**src/rtl/calc_pkg.sv**
```systemverilog
// Shared definitions for the calculator front end: entry FSM states, opcode
// encodings shared with the calculator, and LED stage codes.
package calc_pkg;

  typedef enum logic [2:0] {
    GET_A  = 3'd0,
    GET_B  = 3'd1,
    GET_OP = 3'd2,
    ISSUE  = 3'd3,
    DONE   = 3'd4
  } entry_state_t;

  localparam logic [2:0] OP_ADD = 3'd1;
  localparam logic [2:0] OP_MUL = 3'd2;
  localparam logic [2:0] OP_DIV = 3'd3;
  localparam logic [2:0] OP_AND = 3'd4;
  localparam logic [2:0] OP_OR  = 3'd5;

  localparam logic [1:0] STAGE_A     = 2'd0;
  localparam logic [1:0] STAGE_B     = 2'd1;
  localparam logic [1:0] STAGE_OP    = 2'd2;
  localparam logic [1:0] STAGE_ISSUE = 2'd3;

  // The switch bank is 4 bits wide; the top bit must be clear for a legal opcode.
  function automatic logic is_valid_op(input logic [3:0] code);
    return !code[3] && (code[2:0] >= OP_ADD) && (code[2:0] <= OP_OR);
  endfunction

endpackage

```
**src/rtl/button_debounce.sv**
```systemverilog
// Synchronizes and debounces one raw active-low button and emits a one-cycle
// press pulse on each debounced release-to-press transition.
module button_debounce #(
  parameter int DEBOUNCE_CYCLES = 250000
) (
  input  logic clk,
  input  logic ac,
  input  logic raw_n,
  output logic press
);

  localparam int CW = (DEBOUNCE_CYCLES > 1) ? $clog2(DEBOUNCE_CYCLES) : 1;
  localparam logic [CW-1:0] CNT_LAST = CW'(DEBOUNCE_CYCLES - 1);

  logic          sync1;
  logic          sync2;
  logic          stable;
  logic [CW-1:0] cnt;

  // NOTE: all state here uses non-blocking assignments so the two synchronizer
  // flops shift correctly; a blocking write would collapse them into one.
  always_ff @(posedge clk) begin
    if (!ac) begin
      sync1  <= 1'b1;
      sync2  <= 1'b1;
      stable <= 1'b1;
      cnt    <= '0;
      press  <= 1'b0;
    end else begin
      sync1 <= raw_n;
      sync2 <= sync1;
      press <= 1'b0;
      if (sync2 != stable) begin
        if (cnt == CNT_LAST) begin
          stable <= sync2;
          cnt    <= '0;
          // Only the released->pressed flip (stable was 1) is a press.
          press  <= stable;
        end else begin
          cnt <= cnt + 1'b1;
        end
      end else begin
        cnt <= '0;
      end
    end
  end

endmodule

```
**src/rtl/calc_entry_fsm.sv**
```systemverilog
// Operator entry front end: debounced ENTER/BACK buttons step through operand A,
// operand B and opcode capture, then issue one active-low equals strobe.
module calc_entry_fsm
  import calc_pkg::*;
#(
  parameter int DEBOUNCE_CYCLES = 250000,
  parameter int EQ_DELAY        = 2
) (
  input  logic       clk,
  input  logic       ac,
  input  logic [3:0] sw,
  input  logic       key_n,
  input  logic       back_n,
  output logic [3:0] opt_a,
  output logic [3:0] opt_b,
  output logic [2:0] do_opt,
  output logic       equal_to,
  output logic [1:0] stage,
  output logic       err
);

  localparam int EW = (EQ_DELAY > 0) ? $clog2(EQ_DELAY + 1) : 1;

  logic         key_press;
  logic         back_press;
  entry_state_t state;
  logic [EW-1:0] eq_cnt;

  button_debounce #(.DEBOUNCE_CYCLES(DEBOUNCE_CYCLES)) u_key_db (
    .clk   (clk),
    .ac    (ac),
    .raw_n (key_n),
    .press (key_press)
  );

  button_debounce #(.DEBOUNCE_CYCLES(DEBOUNCE_CYCLES)) u_back_db (
    .clk   (clk),
    .ac    (ac),
    .raw_n (back_n),
    .press (back_press)
  );

  always_ff @(posedge clk) begin
    if (!ac) begin
      state    <= GET_A;
      opt_a    <= '0;
      opt_b    <= '0;
      do_opt   <= '0;
      equal_to <= 1'b1;
      stage    <= STAGE_A;
      err      <= 1'b0;
      eq_cnt   <= '0;
    end else begin
      equal_to <= 1'b1;
      if (state == ISSUE) begin
        // Buttons are ignored here; the strobe fires in the cycle the counter reads zero.
        if (eq_cnt == '0) begin
          equal_to <= 1'b0;
          state    <= DONE;
        end else begin
          eq_cnt <= eq_cnt - 1'b1;
        end
      end else if (back_press) begin
        // BACK wins over a simultaneous ENTER; captured operands are left alone.
        case (state)
          GET_B: begin
            state <= GET_A;
            stage <= STAGE_A;
            err   <= 1'b0;
          end
          GET_OP: begin
            state <= GET_B;
            stage <= STAGE_B;
            err   <= 1'b0;
          end
          DONE: begin
            state <= GET_OP;
            stage <= STAGE_OP;
            err   <= 1'b0;
          end
          default: ;
        endcase
      end else if (key_press) begin
        case (state)
          GET_A: begin
            opt_a <= sw;
            state <= GET_B;
            stage <= STAGE_B;
          end
          GET_B: begin
            opt_b <= sw;
            state <= GET_OP;
            stage <= STAGE_OP;
          end
          GET_OP: begin
            if (is_valid_op(sw)) begin
              do_opt <= sw[2:0];
              err    <= 1'b0;
              eq_cnt <= EW'(EQ_DELAY);
              state  <= ISSUE;
              stage  <= STAGE_ISSUE;
            end else begin
              err <= 1'b1;
            end
          end
          DONE: begin
            state <= GET_A;
            stage <= STAGE_A;
          end
          default: ;
        endcase
      end
    end
  end

endmodule
```
**config.mk**
```make
export PLATFORM = sky130hd
export DESIGN_NAME = calc_entry_fsm
export DESIGN_NICKNAME = d
export VERILOG_FILES = /design/src/rtl/calc_pkg.sv /design/src/rtl/button_debounce.sv /design/src/rtl/calc_entry_fsm.sv
export SDC_FILE = /design/constraint.sdc
export NUM_CORES = 1
export LEC_CHECK = 0
export CELL_PAD_IN_SITES_DETAIL_PLACEMENT = 1
export CELL_PAD_IN_SITES_GLOBAL_PLACEMENT = 1
export CORE_ASPECT_RATIO = 0.75
export CORE_UTILIZATION = 30
export DETAILED_ROUTE_END_ITERATION = 8
export PLACE_DENSITY = 0.68
export SYNTH_ARGS = -nofsm -noshare
export SYNTH_HDL_FRONTEND = slang
export SYNTH_SLANG_ARGS = --single-unit
```
**constraint.sdc**
```tcl
create_clock -name clk -period 1.93 [get_ports clk]
set_input_delay 0.579 -clock clk [delete_from_list [all_inputs] [get_ports clk]]
set_output_delay 0.579 -clock clk [all_outputs]
set_load 0.03 [all_outputs]
```
==> run metrics, run 1 <==
clock skew 0.0100 ns; number of max-cap violations 0; Reg clk slew, reported paths 0.06 ns; Post-synth top cells 64 x dfxtp_1, 50 x nor2_1, 23 x nand2_1, 22 x nand3_1, 22 x xnor2_1; largest family of logic cells by synthesized area simple AND/OR/NAND/NOR gates; Pwr Density 849 nW/um2; xor/xnor share of the synthesized area 9.89%; most common cell in the netlist dfxtp_1; first-pass GRT wire length 12000 um; largest area contributor in the netlist dfxtp_1; startpoint types input port; Slew @ Worst Pin 0.467 ns; post-synthesis simple-gate area fraction 30.1%; maximum clock insertion buffer count 2; Final Non-Filler Cells 507; Primary FF master, synth dfxtp_1; die width 116 um; sequential share of power 41.8%; insertion delay to the later sink of the worst-skew pair 0.33 ns; I/O pin cnt 23; relative slew slack 68.8%; Cell Rows 30; Yosys warning count 0; drt first-iter violations 57; Psw 0.000622 W; Max Transition Viols Final 0; core area 9230 um2; post-synthesis sequential area ratio 43.9%; area taken by multi-input logic gates 1550 um2; TritonRoute pass-1 iters 4; max frequency 0.537 GHz; Seq. cell area 1280 um2; top fanout value on the critical path 4; Final Setup Violations 0; mux cell area share after synthesis 1.37%; # H-tree levels 3; Congestion Overflow GR 0; Cell Area, Synth 2920 um2; Layout Nets 386; Max VDD drop 0.458 mV; Area after DPL 3400 um2; slowest CP cell clkdlybuf4s50_1; Hold Buf Count CTS 0; Net Count, Synth 343; layout cells sized above 1 12.1%; Clock Sinks 64; adder-cell area share of the yosys netlist 1.28%; vias 2528; die area 10100 um2; gpl congestion 0.822; # port buffers 22; DR WL/cell 13.6 um; outcome completed; average cell area after synthesis 8.80 um2; CTS root buf clkbuf_16; Cells after DPL 491; setup TNS 0 ns; Post-Syn Instances 332; post-synthesis register bit count 64; Final period util 96.5%; DP HPWL 4920 um; Routed Antenna Nets 0; Worst EP arrival 2.08 ns; post-route cell area 3770 um2; initial antenna violation count 0; clock share of power 54.6%; # diodes 0; number of synthesized flops with an enable pin 0; Initial Util 31.6%; pin count of the biggest net entering global routing 18; largest cells by area after synthesis dfxtp_1 44%, xnor2_1 6.6%, nor2_1 6.4%; Hold WC Path Type reg2reg; CP max stage delay 0.43 ns; LEAKAGE 1.52 nW; switch share 19.4%; top cell family by delay on the critical path simple AND/OR/NAND/NOR gates; # DRC 0; CTS tree yes; CTS Buf Count 9; WS Path Type in2reg; Tot GR Track Use 15.4%; synth unique cells 59; P&R area growth vs syn 29.0%; CP bufs+invs 1; top-area cell type share of the netlist area 43.9%; vias per cell 4.99; Post-synth ARST share 0%; P_int 0.00258 W; Final min period 1.86 ns; final hold viol count 0; Final Hold Slack 0.396 ns; CP endpoint kind flop; Worst EP required 2.15 ns; # fillers 1098; Cell Chain, Critical Path clkdlybuf4s50_1 -> or3_4 -> a221o_1 -> and3_1 -> o221a_1; Die Span Y 87.5 um; WL final 6900 um; RSZ-0062 raised after global routing false; vias in the first global route 2510; Logic pwr share 3.5%; compound-cell area share of the yosys netlist 10.3%
==> through the flow <==
stage | total power (W) | util [%] | worst slack, ns
floorplan | 0.00142 | - | 0.158
global placement | 0.00147 | 36.8 | -0.326
detailed placement | 0.00148 | 36.8 | -0.334
CTS | 0.00325 | 40.2 | 0.00219
global route | 0.00332 | 40.8 | 0.00859
finish | 0.00320 | 40.8 | 0.0669
==> worst register-to-register path, delay by kind of cell (launching register included) <==
family | cells | cell delay, ns
simple gates | 3 | 0.91
flops | 1 | 0.45
mux | 1 | 0.23
==> registers in the layout, summed over array words and instances, names as in the netlist, 2 cells and up <==
register       flops
opt_b              4
state              3
stage              2
u_key_db.cnt      18
eq_cnt             2
do_opt             3
opt_a              4
u_back_db.cnt     18
==> logic make-up after synthesis <==
| logic type | count (synthesis) |
|---|---|
| buf+inv | 22 |
| fa+ha+maj | 3 |
| simple gates | 165 |
| mux | 4 |
| xor+xnor | 33 |
| compound gates | 41 |
| flops | 64 |
==> layout by cell type, fill, tap and decap left out, types with 2 or more instances in the layout <==
| cell | instances |
|---|---|
| nand2_1 | 23 |
| clkbuf_8 | 2 |
| and2_1 | 2 |
| o211ai_1 | 2 |
| a221oi_1 | 2 |
| nand4_1 | 10 |
| clkdlybuf4s50_1 | 5 |
| mux2i_1 | 4 |
| a21o_1 | 2 |
| nor4b_1 | 3 |
| nand3_1 | 22 |
| xnor2_1 | 22 |
| clkbuf_16 | 9 |
| dlymetal6s2s_1 | 12 |
| ha_1 | 3 |
| nor2b_1 | 3 |
| and3_1 | 8 |
| a21oi_2 | 3 |
| inv_1 | 11 |
| xor2_1 | 11 |
| o21ai_0 | 3 |
| nand2b_1 | 7 |
| o211a_1 | 2 |
| buf_4 | 19 |
| a21oi_1 | 11 |
| nor2_1 | 50 |
| dfxtp_1 | 64 |
| o221ai_1 | 2 |
| nor3_1 | 8 |
| bufinv_16 | 2 |
| dlygate4sd2_1 | 5 |
| nor4_1 | 12 |
| nand4b_1 | 2 |
| or3_4 | 2 |
==> path summary, 6_finish.rpt <==
check,startpoint,end,slack (ns),cells past startpoint
setup reg to reg,state[0],do_opt[1],0.23,4
hold reg to reg,u_key_db.sync1,u_key_db.sync2,0.40,1
setup / recovery,sw[2],stage[0],0.07,5
hold / removal,u_key_db.sync1,u_key_db.sync2,0.40,1
==> layout make-up <==
type                       instances  share of cell area [%]
clock inverter                     3                    1.73
sequential                        64                    34.0
clock buffer                      12                    6.81
tap                              128                    4.25
timing repair buffer              42                    10.8
inverter                          12                    1.20
multi-input combinational        246                    41.2
==> metal layers <==
metal  GRT usage, %  routed length (um)
met1           20.4                3620
met2           23.6                2960
met3           4.38                 215
met4           5.94                 104
met5              0                   0
==> power by group through the flow <==
stage	registers (W)	logic [W]	clock network, W
floorplan	0.00136	0.0000582	0
global placement	0.00137	0.000107	0
detailed placement	0.00137	0.000109	0
CTS	0.00134	0.000110	0.00180
global route	0.00134	0.000126	0.00185
finish	0.00134	0.000113	0.00175
==> repair_timing <==
item	in CTS	in global routing
buffers inserted	0	1
setup endpoints to repair	5	31
pin swaps	0	3
gates resized for setup	5	14
(Power assumes the default switching activity.)
==> inputs of run 2 (changes only) <==
- SLEW_MARGIN: not set -> 0
==> results of run 2 <==
The final DEF is identical to that of run 1; final timing and power are the same.
